## src/rtl/fp_result_fifo.sv

```systemverilog
// fp_result_fifo: show-ahead FIFO for packed FP results and their exception
// flags, with sticky OR-accumulation of flags across accepted results.
// ready_out depends only on registered occupancy, so a pop cannot raise it
// in the same cycle. The head entry is driven combinationally, which gives a
// read latency of zero cycles.
module fp_result_fifo #(
  parameter int DEPTH = 4
) (
  input  logic                       clk,
  input  logic                       rst_n,
  input  logic                       valid_in,
  output logic                       ready_out,
  input  logic [31:0]                result_in,
  input  logic [4:0]                 flags_in,
  input  logic                       pop,
  output logic                       valid_out,
  output logic [31:0]                result_out,
  output logic [4:0]                 flags_out,
  output logic [$clog2(DEPTH):0]     count,
  output logic [4:0]                 sticky_flags,
  input  logic                       clear_flags
);

  localparam int AW = $clog2(DEPTH);
  localparam int CW = AW + 1;
  localparam int EW = 37;

  // Storage is not reset; entries are only visible while the FIFO is non-empty.
  logic [EW-1:0] r_mem [DEPTH];
  logic [AW-1:0] r_wr_ptr;
  logic [AW-1:0] r_rd_ptr;
  logic [CW-1:0] r_count;
  logic [4:0]    r_sticky;

  logic          w_ready;
  logic          w_valid;
  logic          w_push;
  logic          w_pop;
  logic [EW-1:0] w_head;

  assign w_ready = (r_count < CW'(DEPTH));
  assign w_valid = (r_count != {CW{1'b0}});
  assign w_push  = valid_in & w_ready;
  assign w_pop   = pop & w_valid;
  assign w_head  = r_mem[r_rd_ptr];

  // Write the accepted result and flags into the slot at the write pointer.
  always_ff @(posedge clk) begin
    if (rst_n && w_push) begin
      r_mem[r_wr_ptr] <= {result_in, flags_in};
    end
  end

  // Pointers, occupancy and sticky flags; power-of-two depth makes the
  // pointer increment wrap from DEPTH-1 to 0 on its own.
  always_ff @(posedge clk) begin
    if (!rst_n) begin
      r_wr_ptr <= {AW{1'b0}};
      r_rd_ptr <= {AW{1'b0}};
      r_count  <= {CW{1'b0}};
      r_sticky <= 5'b00000;
    end else begin
      if (w_push) begin
        r_wr_ptr <= r_wr_ptr + AW'(1);
      end
      if (w_pop) begin
        r_rd_ptr <= r_rd_ptr + AW'(1);
      end
      case ({w_push, w_pop})
        2'b10:   r_count <= r_count + CW'(1);
        2'b01:   r_count <= r_count - CW'(1);
        default: r_count <= r_count;
      endcase
      r_sticky <= (clear_flags ? 5'b00000 : r_sticky) | (w_push ? flags_in : 5'b00000);
    end
  end

  // Present the head entry, forced to zero while the FIFO is empty.
  always_comb begin
    result_out = 32'h0000_0000;
    flags_out  = 5'b00000;
    if (w_valid) begin
      result_out = w_head[36:5];
      flags_out  = w_head[4:0];
    end else begin
      result_out = 32'h0000_0000;
      flags_out  = 5'b00000;
    end
  end

  assign ready_out    = w_ready;
  assign valid_out    = w_valid;
  assign count        = r_count;
  assign sticky_flags = r_sticky;

endmodule
```

## config.mk

```make
export PLATFORM = sky130hd
export DESIGN_NAME = fp_result_fifo
export DESIGN_NICKNAME = d
export VERILOG_FILES = /design/src/rtl/fp_result_fifo.sv
export SDC_FILE = /design/constraint.sdc
export NUM_CORES = 1
export LEC_CHECK = 0
export BUFFER_PORTS_ARGS = -buffer_cell sky130_fd_sc_hd__buf_2
export CORE_UTILIZATION = 35
export DETAILED_ROUTE_END_ITERATION = 10
export MAX_ROUTING_LAYER = met4
export PLACE_DENSITY = 0.54
export SLEW_MARGIN = 10
export SYNTH_ARGS = -nofsm -noshare
export SYNTH_HDL_FRONTEND = slang
export SYNTH_SLANG_ARGS = --single-unit
```

## constraint.sdc

```tcl
create_clock -name clk -period 3.3 [get_ports clk]
set_clock_uncertainty 0.05 [all_clocks]
set_input_delay 0.825 -clock clk [delete_from_list [all_inputs] [get_ports clk]]
set_output_delay 0.825 -clock clk [all_outputs]
set_load 0.1 [all_outputs]
```

Word-level counts from Yosys, hierarchy flattened --
Memory sizes are Yosys's and may differ from the RTL's. A register that Yosys moved wholly into a read port is not among the register bits. Cells that the tools add are included.
Storage, ports and cells: memory bits (read-only) 0, memory bits (writable) 148, latch bits 0, output and inout bits 47, input bits 42, bits in registers 12, word-level logic and storage cells 27, memories kept 1
Memory list:
- r_mem | words 4, width 37, rd ports 1, clocked after memory_dff 1, write ports 1, RTL line 29 | logic [EW-1:0] r_mem [DEPTH];
Operators by class: bitwise operators 3, muxes and demuxes 9, equality and inequality tests 2, add/sub/neg operators 4, multipliers 0, divide/modulo/power cells 0, magnitude comparators 1, reductions and logical operators 3, shift-type cells 0
Operators with widths (number):
- $mux 32 | 1
- $mux 5 | 3
- $pmux 3 s2 | 1
- $or 5x5->5 | 1
- $add 2x1->2 const B | 2
- $mux 2 | 2
- $add 3x1->3 const B | 1
- $lt 3x3->1 const B | 1
- $reduce_bool 3->1 | 1
- $sub 3x1->3 const B | 1
- $and 1x1->1 | 2
- $eq 2x1->1 const B | 1
- $eq 2x2->1 const B | 1
- $mux 1 | 2
- $reduce_bool 2->1 | 1
- $logic_and 1x1->1 | 1

Depth between registers and ports, before layout --
Gate-level depths: netlist (run 1).
depth after elaboration 5, gate-level depth with buffers 9, depth with buffers taken out 8

Worst setup path before layout (run 1) --
OpenSTA, ideal clock, no wires.
kind register -> output, from register r_count[2], in the netlist count[2], to output port result_out[10], setup slack -311 ps, stages on the path, launching flop included 4, arrival time 2736 ps, data required time 2425 ps, path through dfxtp_1 > nor3_4 > clkbuf_1 > nor2b_1
Between the ends: cells in the longest elaborated chain, start to end 2
RTL lines:
- start: declaration | RTL line 32 | logic [CW-1:0] r_count;
- start signal: assignment | RTL line 60 | r_count <= {CW{1'b0}};
- start signal: assignment | RTL line 70 | 2'b10: r_count <= r_count + CW'(1);
- start signal: assignment | RTL line 71 | 2'b01: r_count <= r_count - CW'(1);
- $reduce_bool 3->1 | RTL line 42 | assign w_valid = (r_count != {CW{1'b0}});
- $mux 32 | RTL line 82 | if (w_valid) begin
- end: declaration | RTL line 17 | output logic [31:0] result_out,
Every way passes these cells.

==> results of run 1 <==
kinds of logic (layout without fill, tap and decap cells):
logic type	after synthesis	after routing	synth area share (%)
DFF	162	162	75.3
and+or+nand+nor	64	64	6.54
muxes	38	38	13.4
buffers and inverters	22	139	1.90
AOI/OAI and AO/OA	12	12	1.04
adders and majority gates	6	6	1.32
xor gates and xnor gates	3	3	0.419
metal layers:
metal,GRT usage (%),part of all wire [%]
met3,3.73,4.2
met5,-,0
met1,16.8,41
met4,5.19,1.0
met2,25.3,54
synth_stat cells (2+ instances only):
cell / instances
mux4_2: 37
xnor2_1: 2
and2b_1: 2
buf_2: 4
edfxtp_1: 148
nand2_1: 3
dfxtp_1: 14
or3_1: 2
a21oi_1: 5
and3_1: 4
o21ai_0: 5
and2_1: 3
nor2b_1: 48
ha_1: 5
clkbuf_1: 5
inv_1: 8
buf_6: 4
stage by stage:
step                      setup TNS [ns]  utilization (%)  cell area, um^2  worst slack (ns)  hold slack [ns]
after floorplan                   -10.55                -             6270            -0.311            0.406
after global placement                 0             40.5             7060             0.686            0.422
after detailed placement               0             40.5             7060             0.628            0.427
after CTS                              0             44.0             7660             0.215            0.435
after global routing                   0             44.0             7660             0.159            0.467
final                                  0             44.0             7660             0.298            0.428
state kept, by name, summed over array words and instances (netlist names), named ones only:
name	count
r_rd_ptr	2
r_wr_ptr	2
r_mem	148
count	3
sticky_flags	5
final cells by class:
type	count	area (um^2)	share of cell area, %
flip-flops and latches	162	4730	61.7
multi-input cells	123	1440	18.7
inverters	8	30.0	0.392
clock inverters	7	71.3	0.931
repair buffers	99	586	7.64
clock buffers	25	528	6.89
well taps	225	282	3.67
worst max path at each step:
stage | cells after the start | to | slack (ns)
6_report | 4 | result_out[1] | 0.30
5_1_grt | 4 | result_out[1] | 0.16
4_1_cts | 4 | result_out[20] | 0.22
3_5_place_dp | 10 | count[2] | 0.63
3_3_place_gp | 4 | result_out[1] | 0.69
2_1_floorplan | 3 | result_out[10] | -0.31
critical path, cell delays in order (launching register included):
cell	delay, ns
dfxtp_2	0.61
buf_12	0.24
mux4_2	0.20
nor2b_1	0.19
buf_2	0.46
==> metrics, run 1 <==
Avg Synthesized Cell Area=20.4 um^2; Avg WL per Cell=18.7 um; fin. max-slew vios=0; Hold Buf Count CTS=0; Setup CP Type=reg -> out; Worst-path clk slew=around 0.06 ns; largest net degree at the start of global routing=38; root buffer cell=clkbuf_16; sequential share of the synthesized area=between 70% and 80%; critical path arrival=2.13 ns; nets@finish=459; top_reg_cell synth=edfxtp_1; Sink Count=162; Routed WL=about 12000 um; 1st-iter DRT viols=192; Syn-to-layout area delta=22.2%; Hold Path Depth=2; fmax=approximately 0.33 GHz; Detail Placement HPWL=7670 um; Residual DRC=0; H-tree depth=4; worst flop-to-flop path endpoint=count[2]; Die Ht=approximately 140 um; Setup crit end kind=output port; Hold Crit Class=reg -> reg; # diodes=0; Final Cycle Share=between 90 and 100%; TritonCTS clock tree=yes; clock tree buffer depth=2; CTS buffer count=17; reg-to-reg critical path startpoint=count[2]; Hold Violations, Final=0; Worst setup SP type=flip-flop; setup bufs post-CTS=0; worst slew pin tran=0.503 ns; vias in the first global route=about 3300; final setup violation count=0; layout cells sized above 1=40.8%; gr usage total=between 10% and 20%; syn nets=355; Starting Density=36.0%; clk_lat worst skew=0.41 ns; Synth cell types=25; max-cap viol count=0; status=completed; total core area=0.0174 mm^2; CP Data Required Time=2.42 ns; row cnt=48; port bufs=88; mapped cell area=0.00627 mm^2; dpl cells=between 600 and 700; worst r2r path cells=9; ys async rst share=0%; Non-Filler Instances=649; Placer Congestion=0.693; Via density=4.71; Die W=136 um; initial antenna violation count=0; first-pass GRT wire length=18700 um; Initial DRT Pass Iterations=4; DR vias=3058; num ports=89; Synth warnings=0; RSZ-0062 raised after global routing=no; final worst path period need=3.00 ns; most frequent cells in the layout=edfxtp_1 (148), buf_2 (88), nor2b_1 (47), mux4_2 (37), clkbuf_16 (19); Post-synth EDFFs=148; synth top area cells=edfxtp_1 (71%), mux4_2 (13%), nor2b_1 (4.8%); top cell type by total area after synthesis=edfxtp_1; most common cell after layout, fill and taps aside=edfxtp_1; Max transition margin=between 60% and 70%; Post-Synthesis Cells=307; Die ar.=about 0.018 mm^2; post-CTS sizing=0; Routed Antenna Nets=0; R2R Setup Slk=0.88 ns; Synth top area share=70.9%; fillers=about 1600; HP Start=r_rd_ptr[1]; GRT Residual Overflow=0; CP Max Fanout=17; Yosys reg bits=roughly 160
Power of run 1 is left out: the tool's default activity adds up to more than one toggle a clock period on the data nets, which glitch-free logic cannot reach.
==> inputs of run 2 (changes only) <==
--- a/config.mk
+++ b/config.mk
@@ -5,8 +5,10 @@
 export SDC_FILE = /design/constraint.sdc
 export NUM_CORES = 1
 export LEC_CHECK = 0
+export ABC_AREA = 1
 export BUFFER_PORTS_ARGS = -buffer_cell sky130_fd_sc_hd__buf_2
 export CORE_UTILIZATION = 35
+export CTS_CLUSTER_SIZE = 30
 export DETAILED_ROUTE_END_ITERATION = 10
 export MAX_ROUTING_LAYER = met4
 export PLACE_DENSITY = 0.54
==> metrics, run 2 <==
total core area=0.0179 mm^2 (+2.8%); met3 Usage GRT=4.19% (+0.46 points); Hold Violations, Final=0 (unchanged); status=completed; H-tree depth=4 (unchanged); Post-synth EDFFs=148 (unchanged); gr usage total=17.1% (+2.3 points); Routed WL=14200 um (+17%); fin. max-slew vios=0 (unchanged); setup tns final=0 ns (unchanged); Placer Congestion=0.724 (+4.5%); 1st-iter DRT viols=206 (+7.3%); Final Cycle Share=91.6% (+0.63 points); syn nets=573 (+61%); Hold Crit Class=reg -> reg; Die ar.=0.0188 mm^2 (+1.8%); GRT Residual Overflow=0 (unchanged); Via density=4.79 (+1.6%); num ports=89 (unchanged); Synth cell types=19 (-24%); Post-Synthesis Cells=525 (+71%); Avg WL per Cell=16.5 um (-12%); max reg flops=148 (unchanged); GR peak layer=met2; CP Max Fanout=26 (+9); Synth top area share=69.6% (-1.2 points); fillers=1604 (+2.9%); clock tree buffer depth=2 (unchanged); top cell type by total area after synthesis=edfxtp_1; critical path arrival=2.15 ns (+0.02 ns); Worst setup SP type=flip-flop; mapped cell area=0.00638 mm^2 (+1.8%); port bufs=88 (unchanged); WP buf/inv=2 (unchanged); Largest Register=r_mem; largest net degree at the start of global routing=47 (+24%); Sink Count=162 (unchanged); Setup WS pre-CTS=0.721 ns (+0.0929 ns); final setup violation count=0 (unchanged); Residual DRC=0 (unchanged); CP Data Required Time=2.42 ns (about the same); row cnt=49 (+2.1%); Yosys reg bits=162 (unchanged); Die W=137 um (+0.87%); Die Ht=137 um (+0.87%); initial antenna violation count=1 (+1); post-CTS sizing=0 (unchanged); Setup crit end kind=output port; Avg Synthesized Cell Area=12.2 um^2 (-40%); sequential share of the synthesized area=74.0% (-1.3 points); setup bufs post-CTS=0 (unchanged); Final WS setup=0.277 ns (-0.0208 ns); Setup CP Type=reg -> out; clk_lat worst skew=0.42 ns (about the same); most frequent cells in the layout=nor2_1 (154), edfxtp_1 (148), buf_2 (51), o21ai_0 (42), o21ai_1 (41); slowest stage cell, crit path=dfxtp_2; RSZ-0062 raised after global routing=no; Syn-to-layout area delta=35.5%; Routed Antenna Nets=0 (unchanged); nets@finish=668 (+46%); delay of the slowest critical-path stage=0.57 ns (-0.04 ns); layout cells sized above 1=28.5% (-12 points); ys async rst share=0% (unchanged); Worst-path clk slew=0.06 ns (about the same); met1 Usage GRT=20.3% (+3.5 points); GR Util met2=28.3% (+3.0 points); CTS buffer count=17 (unchanged); Starting Density=35.7% (-0.35 points); Max transition margin=46.3% (-20 points); top_reg_cell synth=edfxtp_1; CP cell instances=buf_4 -> nor2_1 -> nor2_1 -> o21ai_0 -> a21oi_2 -> buf_12; CP top delay family=flip-flops; Hold Buf Count CTS=0 (unchanged); max-cap viol count=0 (unchanged); TritonCTS clock tree=yes; hold slack=0.427 ns (-0.00146 ns); Detail Placement HPWL=8510 um (+11%); final worst path period need=3.02 ns (+0.0208 ns); count leader, synth=nor2_1; synth top area cells=edfxtp_1 (70%), nor2_1 (9.3%), dfxtp_1 (4.4%); most frequent CP cell=nor2_1; root buffer cell=clkbuf_16; top post-synthesis cells by count=nor2_1 (158), edfxtp_1 (148), a21oi_1 (42), o21ai_0 (42), o21ai_1 (41); Layout Utilization=48.3% (+4.3 points); Synth warnings=0 (unchanged); vias in the first global route=4241 (+28%); fmax=0.331 GHz (-0.69%); most common cell after layout, fill and taps aside=nor2_1; DR vias=4125 (+35%); Initial DRT Pass Iterations=4 (unchanged); worst slew pin tran=0.804 ns (+0.301 ns); first-pass GRT wire length=22600 um (+21%)
## run 2: cells by family (layout without fill, tap and decap cells)
group           count (synthesis)  count (layout)  synth area share (%)
fa+ha+maj                       6               6                  1.29
buf+inv                        52             159                  4.10
compound gates                125             125                  9.80
simple gates                  180             180                  10.8
other cells                     0               1                     0
flops                         162             162                  74.0
## run 2: cell type report
type                            instances  area [um^2]  share of cell area (%)
Antenna cell                            1         2.50                  0.0289
Clock buffer                           18          429                    4.96
Clock inverter                         13          191                    2.21
Inverter                               25         96.3                    1.11
Multi-Input combinational cell        311         1790                    20.7
Sequential cell                       162         4730                    54.7
Tap cell                              229          287                    3.31
Timing Repair Buffer                  103         1120                    13.0
## run 2: worst min-delay path, stage by stage (launching register included)
cell and delay [ns]:
dfxtp_1 0.31, inv_1 0.04, o21ai_0 0.08
## run 2: stage by stage
step                instances  instance area (um^2)
finish                    862                  8650
global route              862                  8650
global placement          830                  8030
detailed placement        830                  8030
CTS                       861                  8650
floorplan                 525                  6760
## run 2: final timing paths
| path | startpoint | to | slack (ns) | depth (start not counted) |
|---|---|---|---|---|
| worst max-delay path | flip-flop | flags_out[2] | 0.28 | 6 |
| worst min-delay path | sticky_flags[4] | sticky_flags[4] | 0.43 | 2 |
| worst max register to register | count[2] | r_mem[1][20] | 1.29 | 6 |
| worst min register to register | sticky_flags[4] | sticky_flags[4] | 0.43 | 2 |
## run 2: per-layer routing
metal,up-vias,wire (um)
met3,13,746
met5,-,0
met4,0,186
li1,2018,-
met1,1985,6110
met2,109,7190
Power of run 2 is left out for the same reason.
==> inputs of run 3 (changes only) <==
--- a/config.mk
+++ b/config.mk
@@ -7,11 +7,13 @@
 export LEC_CHECK = 0
 export ABC_AREA = 1
 export BUFFER_PORTS_ARGS = -buffer_cell sky130_fd_sc_hd__buf_2
+export CELL_PAD_IN_SITES_DETAIL_PLACEMENT = 1
+export CELL_PAD_IN_SITES_GLOBAL_PLACEMENT = 2
 export CORE_UTILIZATION = 35
 export CTS_CLUSTER_SIZE = 30
 export DETAILED_ROUTE_END_ITERATION = 10
 export MAX_ROUTING_LAYER = met4
-export PLACE_DENSITY = 0.54
+export PLACE_DENSITY = 0.74
 export SLEW_MARGIN = 10
 export SYNTH_ARGS = -nofsm -noshare
 export SYNTH_HDL_FRONTEND = slang
==> metrics, run 3 (synthesis results as in run 2) <==
Initial DRT Pass Iterations=4 (unchanged); clk_lat worst skew=0.42 ns (about the same); most common cell after layout, fill and taps aside=nor2_1; Residual DRC=0 (unchanged); Hold Violations, Final=0 (unchanged); port bufs=88 (unchanged); CTS buffer count=17 (unchanged); setup bufs post-CTS=0 (unchanged); gr usage total=18.4% (+1.4 points); num ports=89 (unchanged); status=completed; final setup violation count=0 (unchanged); CP Data Required Time=2.42 ns (about the same); Largest Register=r_mem; Hold Crit Class=reg -> reg; Placer Congestion=0.687 (-5.1%); HP Start=sticky_flags[1]; vias in the first global route=4603 (+8.5%); final worst path period need=2.96 ns (-0.0584 ns); Worst setup SP type=flip-flop; max reg flops=148 (unchanged); root buffer cell=clkbuf_16; Sink Count=162 (unchanged); Syn-to-layout area delta=36.2%; initial antenna violation count=1 (unchanged); Final Cycle Share=89.8% (-1.8 points); reg-to-reg critical path startpoint=count[2]; GRT Residual Overflow=0 (unchanged); worst slew pin tran=0.586 ns (-0.218 ns); fmax=0.337 GHz (+2.0%); Worst-path clk slew=0.06 ns (about the same); largest net degree at the start of global routing=75 (+60%); Die ar.=0.0188 mm^2 (unchanged); RSZ-0062 raised after global routing=no; total core area=0.0179 mm^2 (unchanged); worst flop-to-flop path endpoint=r_mem[3][22]; Die Ht=137 um (unchanged); DR vias=4217 (+2.2%); H-tree depth=4 (unchanged); first-pass GRT wire length=24200 um (+7.1%); max-cap viol count=0 (unchanged); Routed WL=15700 um (+11%); Max transition margin=60.9% (+15 points); Starting Density=35.7% (unchanged); fin. max-slew vios=0 (unchanged); Via density=4.91 (+2.6%); Die W=137 um (unchanged); worst r2r path cells=6 (unchanged); most frequent cells in the layout=nor2_1 (154), edfxtp_1 (148), buf_2 (51), buf_12 (43), o21ai_0 (42); nets@finish=664 (-0.60%); 1st-iter DRT viols=195 (-5.3%); Setup CP Type=reg -> out; Avg WL per Cell=18.3 um (+11%); setup tns final=0 ns (unchanged); R2R Setup Slk=1.41 ns (+0.12 ns); Routed Antenna Nets=0 (unchanged); Setup crit end kind=output port; layout cells sized above 1=28.8% (+0.29 points); Detail Placement HPWL=8970 um (+5.4%); row cnt=49 (unchanged); hold-critical path endpoint=sticky_flags[1]; Hold Path Depth=2 (unchanged); CP Max Fanout=74 (+180%); TritonCTS clock tree=yes; clock tree buffer depth=2 (unchanged); critical path arrival=2.09 ns (-0.06 ns)
[run 3: worst max-delay path by stage]
stage,endpoint,cells past startpoint
after floorplan,result_out[10],5
after global placement,result_out[1],6
after detailed placement,result_out[1],6
after CTS,result_out[3],6
after global routing,result_out[2],6
final,result_out[3],6
[run 3: timing repair]
action	4_1_cts	5_1_grt
resized for setup	0	1
endpoints found under the setup margin	0	1
endpoints found under the hold margin	0	0
hold buffers	0	0
[run 3: worst max-delay path, stage by stage (launching register included)]
cell and delay (ns):
dfxtp_2 0.34, buf_6 0.46, nor2_1 0.12, nor2_1 0.12, o21ai_0 0.19, a21oi_4 0.21, buf_12 0.19
[run 3: layout make-up]
type / instances / area (um^2)
multi-input cells: 311 / 1790
well taps: 229 / 287
flip-flops and latches: 162 / 4730
repair buffers: 99 / 1160
clock buffers: 17 / 425
diodes: 1 / 2.50
fillers: 1826 / 9210
inverters: 25 / 96.3
clock inverters: 15 / 204
[run 3: stage by stage]
stage          cells  setup slack, ns  util [%]  area [um^2]  hold WS [ns]
5_1_grt          859            0.199      48.6         8700         0.458
3_3_place_gp     826            0.679      45.0         8060         0.403
4_1_cts          858            0.120      48.5         8690         0.430
2_1_floorplan    525           0.0370         -         6760         0.410
6_report         859            0.335      48.6         8700         0.421
3_5_place_dp     826            0.612      45.0         8060         0.412
[run 3: layer usage]
| layer | global-route usage (%) | up-vias | part of all wire, % |
|---|---|---|---|
| li1 | - | 2013 | - |
| met1 | 20.4 | 2097 | 42 |
| met2 | 32.7 | 88 | 53 |
| met3 | 4.26 | 19 | 3.7 |
| met4 | 5.80 | 0 | 1.4 |
| met5 | - | - | 0 |
Power of run 3 is left out for the same reason.
